===== src/rtl/uart_cmd_parser.sv =====
// UART command parser: "L"/"D" + two hex digits + CR/LF writes led_value/div_value and answers 'K' or '?'.
// Define UART_CMD_PARSER_ECHO_EN to echo every received byte; the response FIFO then grows from 2 to 4 entries.
module uart_cmd_parser #(
  parameter int unsigned TIMEOUT_CYCLES = 50000000,
  parameter logic [7:0]  DIV_RESET      = 8'd25
) (
  input  logic       clk,
  input  logic       rst,
  input  logic [7:0] rx_data,
  input  logic       new_rx_data,
  output logic [7:0] tx_data,
  output logic       new_tx_data,
  input  logic       tx_busy,
  output logic [7:0] led_value,
  output logic [7:0] div_value,
  output logic       div_update,
  output logic       cmd_error
);

  typedef enum logic [2:0] {S_IDLE, S_HEX_HI, S_HEX_LO, S_TERM, S_FLUSH} state_t;

  localparam logic [7:0] CH_L   = 8'h4C;
  localparam logic [7:0] CH_D   = 8'h44;
  localparam logic [7:0] CH_CR  = 8'h0D;
  localparam logic [7:0] CH_LF  = 8'h0A;
  localparam logic [7:0] CH_ACK = 8'h4B;
  localparam logic [7:0] CH_NAK = 8'h3F;

`ifdef UART_CMD_PARSER_ECHO_EN
  localparam int unsigned FIFO_DEPTH = 4;
`else
  localparam int unsigned FIFO_DEPTH = 2;
`endif
  localparam int unsigned PTR_W = $clog2(FIFO_DEPTH);
  localparam int unsigned CNT_W = $clog2(FIFO_DEPTH + 1);
  localparam logic [CNT_W:0] DEPTH_EXT = (CNT_W + 1)'(FIFO_DEPTH);

  localparam int unsigned TMO_W = $clog2(TIMEOUT_CYCLES + 1);
  localparam logic [TMO_W-1:0] TMO_LAST = TMO_W'(TIMEOUT_CYCLES - 1);

  function automatic logic is_hex(input logic [7:0] b);
    return (b >= 8'h30 && b <= 8'h39) || (b >= 8'h41 && b <= 8'h46) ||
           (b >= 8'h61 && b <= 8'h66);
  endfunction

  // Letters A-F/a-f share low nibble 1..6, so adding 9 yields 10..15.
  function automatic logic [3:0] hex_nibble(input logic [7:0] b);
    return (b <= 8'h39) ? b[3:0] : b[3:0] + 4'd9;
  endfunction

  state_t           state, state_next;
  logic [TMO_W-1:0] tmo_cnt;
  logic             waiting, timeout_hit;
  logic             rx_term, rx_hex, rx_opcode;
  logic             opcode_div;
  logic [3:0]       nib_hi, nib_lo;
  logic             resp_push, parse_err, commit;
  logic [7:0]       resp_byte;

  logic [7:0]       fifo_mem [FIFO_DEPTH];
  logic [PTR_W-1:0] rd_ptr, wr_ptr;
  logic [CNT_W-1:0] fifo_cnt;
  logic [CNT_W:0]   free_slots;
  logic             echo_push, pop, echo_ok, resp_ok, push_drop;
  logic [1:0]       n_push;

  assign rx_term     = (rx_data == CH_CR) || (rx_data == CH_LF);
  assign rx_hex      = is_hex(rx_data);
  assign rx_opcode   = (rx_data == CH_L) || (rx_data == CH_D);
  assign waiting     = (state == S_HEX_HI) || (state == S_HEX_LO) || (state == S_TERM);
  assign timeout_hit = waiting && !new_rx_data && (tmo_cnt == TMO_LAST);

  // NOTE: sequential state uses non-blocking (<=) so every flop samples pre-edge values.
  always_ff @(posedge clk) begin
    if (rst) state <= S_IDLE;
    else     state <= state_next;
  end

  // NOTE: defaulting every output first keeps always_comb free of inferred latches.
  always_comb begin
    state_next = state;
    if (new_rx_data) begin
      case (state)
        S_IDLE:   if (rx_opcode) state_next = S_HEX_HI;
                  else if (!rx_term) state_next = S_FLUSH;
        S_HEX_HI: if (rx_hex) state_next = S_HEX_LO;
                  else state_next = rx_term ? S_IDLE : S_FLUSH;
        S_HEX_LO: if (rx_hex) state_next = S_TERM;
                  else state_next = rx_term ? S_IDLE : S_FLUSH;
        S_TERM:   state_next = rx_term ? S_IDLE : S_FLUSH;
        S_FLUSH:  if (rx_term) state_next = S_IDLE;
        default:  state_next = S_IDLE;
      endcase
    end else if (timeout_hit) begin
      state_next = S_IDLE;
    end
  end

  always_comb begin
    resp_push = 1'b0;
    resp_byte = CH_NAK;
    parse_err = 1'b0;
    commit    = 1'b0;
    if (new_rx_data) begin
      case (state)
        S_IDLE: if (!rx_opcode && !rx_term) begin
          resp_push = 1'b1;
          parse_err = 1'b1;
        end
        S_HEX_HI, S_HEX_LO: if (!rx_hex) begin
          resp_push = 1'b1;
          parse_err = 1'b1;
        end
        S_TERM: begin
          resp_push = 1'b1;
          if (rx_term) begin
            commit    = 1'b1;
            resp_byte = CH_ACK;
          end else begin
            parse_err = 1'b1;
          end
        end
        default: ;
      endcase
    end
  end

  always_ff @(posedge clk) begin
    if (rst) begin
      opcode_div <= 1'b0;
      nib_hi     <= 4'd0;
      nib_lo     <= 4'd0;
    end else if (new_rx_data) begin
      case (state)
        S_IDLE:   if (rx_opcode) opcode_div <= (rx_data == CH_D);
        S_HEX_HI: if (rx_hex) nib_hi <= hex_nibble(rx_data);
        S_HEX_LO: if (rx_hex) nib_lo <= hex_nibble(rx_data);
        default:  ;
      endcase
    end
  end

  // Idle-cycle counter only runs while a command is partially received.
  always_ff @(posedge clk) begin
    if (rst || new_rx_data || !waiting) tmo_cnt <= '0;
    else                                tmo_cnt <= tmo_cnt + TMO_W'(1);
  end

  always_ff @(posedge clk) begin
    if (rst) begin
      led_value  <= 8'd0;
      div_value  <= DIV_RESET;
      div_update <= 1'b0;
      cmd_error  <= 1'b0;
    end else begin
      div_update <= commit && opcode_div;
      cmd_error  <= parse_err || timeout_hit || push_drop;
      if (commit) begin
        if (opcode_div) div_value <= {nib_hi, nib_lo};
        else            led_value <= {nib_hi, nib_lo};
      end
    end
  end

`ifdef UART_CMD_PARSER_ECHO_EN
  assign echo_push = new_rx_data;
`else
  assign echo_push = 1'b0;
`endif

  // Echo goes in ahead of the response; a pop in the same cycle frees one slot.
  assign pop        = (fifo_cnt != '0) && !tx_busy && !new_tx_data;
  assign free_slots = DEPTH_EXT - {1'b0, fifo_cnt} + {{CNT_W{1'b0}}, pop};
  assign echo_ok    = echo_push && (free_slots != '0);
  assign resp_ok    = resp_push && (free_slots > {{CNT_W{1'b0}}, echo_ok});
  assign push_drop  = (echo_push && !echo_ok) || (resp_push && !resp_ok);
  assign n_push     = {1'b0, echo_ok} + {1'b0, resp_ok};

  // NOTE: FIFO storage is not reset; pointers and count alone decide what is valid.
  always_ff @(posedge clk) begin
    if (echo_ok) fifo_mem[wr_ptr] <= rx_data;
    if (resp_ok) fifo_mem[echo_ok ? wr_ptr + PTR_W'(1) : wr_ptr] <= resp_byte;
  end

  always_ff @(posedge clk) begin
    if (rst) begin
      rd_ptr      <= '0;
      wr_ptr      <= '0;
      fifo_cnt    <= '0;
      tx_data     <= 8'd0;
      new_tx_data <= 1'b0;
    end else begin
      new_tx_data <= pop;
      if (pop) begin
        tx_data <= fifo_mem[rd_ptr];
        rd_ptr  <= rd_ptr + PTR_W'(1);
      end
      wr_ptr   <= wr_ptr + PTR_W'(n_push);
      fifo_cnt <= fifo_cnt + CNT_W'(n_push) - CNT_W'(pop);
    end
  end

endmodule


===== config.mk =====
export PLATFORM = sky130hd
export DESIGN_NAME = uart_cmd_parser
export DESIGN_NICKNAME = d
export VERILOG_FILES = /design/src/rtl/uart_cmd_parser.sv
export SDC_FILE = /design/constraint.sdc
export NUM_CORES = 1
export LEC_CHECK = 0
export CAP_MARGIN = 40
export CORE_MARGIN = 2
export CORE_UTILIZATION = 45
export DETAILED_ROUTE_END_ITERATION = 10
export PLACE_DENSITY = 0.69
export SLEW_MARGIN = 20
export SYNTH_ARGS = -nofsm -noshare
export SYNTH_HDL_FRONTEND = slang
export SYNTH_SLANG_ARGS = --single-unit

===== constraint.sdc =====
create_clock -name clk -period 4.09 [get_ports clk]
set_input_delay 0.6135 -clock clk [delete_from_list [all_inputs] [get_ports clk]]
set_output_delay 0.6135 -clock clk [all_outputs]
set_load 0.005 [all_outputs]

==> flow_summary.json <==
{
  "cts-root-buf": "clkbuf_8",
  "crit_top_cell": "ha_1",
  "yosysSeqAreaShare": 0.436,
  "power.density_nw_per_um2": 389,
  "crit_buf_inv": 3,
  "setup_viol": 0,
  "r2r_end": "fifo_cnt[1]",
  "track_usage": 0.182,
  "cts_setup_buffers": 0,
  "grt_pass1_vias": 2443,
  "top_layer_used": "met4",
  "ys_seq_elements": 68,
  "fin_cells": 492,
  "die_h_um": 88.6,
  "fmax_mhz": 302,
  "viasPerCell": 5.24,
  "dieArea_um2": 7840,
  "wl_per_cell_um": 13.0,
  "p_sw_mw": 0.390,
  "drv_cap": 0,
  "power_frac_clock": 0.383,
  "cp_slowest_cell": "clkdlybuf4s50_1",
  "p_int_mw": 1.10,
  "cts_made_buffers": 9,
  "antenna_found_initial": 0,
  "start_util": 0.468,
  "cp-endpoint": "fifo_cnt[1]",
  "status": "finished clean",
  "vias": 2580,
  "die_x_um": 88.6,
  "hold_buffers": 0,
  "synth_cells": 362,
  "worstMarginPinSlew_ns": 0.692,
  "fin_util": 0.557,
  "skew_ns": 0.00823,
  "antenna_left": 0,
  "crit_family": "buffers and inverters",
  "finalNetCount": 415,
  "finalMaxSlewViolations": 0,
  "syn_area_per_cell_um2": 8.89,
  "critPathKind": "in -> reg",
  "cts_buffer_depth": 2,
  "cts_sinks": 68,
  "hold_violations": 0,
  "clock_latency_ns": 0.35,
  "ios": 39,
  "cp.required_ns": 4.31,
  "dpl.cell_count": 475,
  "rsz0062_at_grt": "false",
  "cp-end-kind": "flop",
  "grt_max_degree": 42,
  "grt_pass1_wl_mm": 11.1,
  "m1WireLength_mm": 2.92,
  "area_growth_pct": 19.0,
  "power_frac_comb": 0.132,
  "place_congestion": 0.785,
  "postSynthNetCount": 386,
  "dp_hpwl_mm": 4.46,
  "leakage_nw": 1.34,
  "crit_path_max_fanout": 6,
  "core_um2": 6870,
  "crit_chain": "clkdlybuf4s50_1 > inv_1 > ha_1 > or3b_1 > a32o_2 > a31oi_1 > nand3_1 > nand2b_1 > ha_1 > inv_1 > ha_1 > xor2_1 > xnor2_1 > nor2_1",
  "ys_warn_count": 0,
  "synth-edff-count": 4,
  "ff2ff_path_depth": 11,
  "clkTransAtPathRegs_ns": 0.08,
  "path_depth": 14,
  "drive_gt1_frac": 0.0631,
  "cts_resized": 0,
  "startpoint_type": "input port",
  "r2r_start": "fifo_cnt[1]",
  "grt_overflow": 0,
  "cts_max_level": 3,
  "rrSetupSlack_ns": 1.82,
  "timing.hold.worst.class": "reg -> reg",
  "synthFlopType": "dfxtp_1",
  "max_stage_delay_ns": 0.57,
  "final_cell_mix": "64 x dfxtp_1, 56 x nor2_1, 37 x clkdlybuf4s50_1, 20 x nand2_1, 20 x xnor2_1",
  "wl_mm": 6.42,
  "dr_wl_met3_um": 246,
  "hold_start": "nib_lo[3]",
  "setup.worst_path.start": "rx_data[1]",
  "diodes": 0,
  "p_sw_frac": 0.262,
  "dr_wl_met2_mm": 3.19,
  "drt_iter0_markers": 133,
  "layout_commonest_cell": "dfxtp_1",
  "peakVddDrop_uv": 251,
  "power_frac_seq": 0.485,
  "fin_setup_tns_ns": 0,
  "async_flop_share": 0,
  "drtPass1Iterations": 6,
  "max_slew_margin": 0.539,
  "min_period_ns": 3.31,
  "synth_area_um2": 3220,
  "power_mw": 1.49,
  "cp.arrival_ns": 3.53,
  "portBuffers": 37,
  "drc": 0,
  "cts_tree": "built",
  "timing.final.crit_share": 0.808,
  "rows": 30,
  "ys_types": 56
}
==> how the worst min path moves through the flow <==
| stage | endpoint | slack, ns | depth (start not counted) |
|---|---|---|---|
| final | led_value[3] | 0.46 | 2 |
| after global routing | led_value[3] | 0.48 | 2 |
| after CTS | led_value[3] | 0.47 | 2 |
| after detailed placement | led_value[3] | 0.45 | 2 |
| after global placement | led_value[3] | 0.44 | 2 |
| after floorplan | led_value[3] | 0.43 | 2 |
==> power by group through the flow <==
stage	combinational, mW	sequential [mW]	clock, mW
5_1_grt	0.227	0.726	0.614
3_5_place_dp	0.197	0.738	0
6_report	0.197	0.722	0.569
4_1_cts	0.199	0.722	0.584
2_1_floorplan	0.131	0.734	0
3_3_place_gp	0.192	0.736	0
==> worst register-to-register path, stage by stage, from the launching register on <==
cell and delay (ns):
dfxtp_1 0.34, o21ai_0 0.31, ha_1 0.22, ha_1 0.23, nand3b_1 0.13, nand2b_1 0.07
ha_1 0.26, inv_1 0.06, ha_1 0.15, xor2_1 0.18, xnor2_1 0.14, nor2_1 0.05
==> area by class of cell <==
type	count	area, um2
clock buffers	9	124
clock inverters	7	81.3
fillers	657	3040
inverters	17	63.8
multi-input cells	256	1650
flip-flops and latches	68	1400
well taps	96	120
repair buffers	39	393
==> layer usage <==
metal,up-vias,global-route usage
met5,-,0
met4,0,0.0523
met3,7,0.0532
met2,46,0.310
met1,1215,0.225
li1,1312,-
==> per-stage QoR <==
step	hold WS (ns)	setup WS (ns)	area, um2
after floorplan	0.432	1.27	3220
after global placement	0.444	0.585	3610
after detailed placement	0.455	0.471	3610
after CTS	0.466	0.822	3810
after global routing	0.483	0.564	3830
final	0.462	0.784	3830
==> cells in the mapped netlist, drive strengths merged, types with 6 or more instances <==
library cell	number	area, um2
a21oi	14	70.1
and4	6	52.6
buf	8	57.6
clkbuf	13	48.8
dfxtp	64	1280
ha	12	150
inv	16	60.1
mux2i	11	110
nand2	20	75.1
nand3	13	65.1
nor2	56	210
nor2b	6	37.5
nor3	15	75.1
nor4	7	43.8
o21ai	13	65.1
xnor2	20	175
xor2	7	61.3
==> cells by family after synthesis <==
logic type | count (synthesis) | share of synthesized area
xor+xnor | 27 | 0.0735
mux | 12 | 0.0377
flops | 68 | 0.436
simple gates | 157 | 0.256
buf+inv | 38 | 0.0529
compound gates | 47 | 0.0961
other cells | 1 | 0.00117
fa+ha+maj | 12 | 0.0467
==> flip-flops by register name, summed over array words and instances (netlist names) <==
| register | cells |
|---|---|
| new_tx_data | 1 |
| wr_ptr | 1 |
| rd_ptr | 1 |
| fifo_cnt | 2 |
| nib_lo | 4 |
| tx_data | 3 |
| fifo_mem | 4 |
| state | 3 |
| tmo_cnt | 26 |
| opcode_div | 1 |
| cmd_error | 1 |
| div_value | 8 |
| nib_hi | 4 |
| div_update | 1 |
| led_value | 8 |
Power figures use the tool's default switching activity.
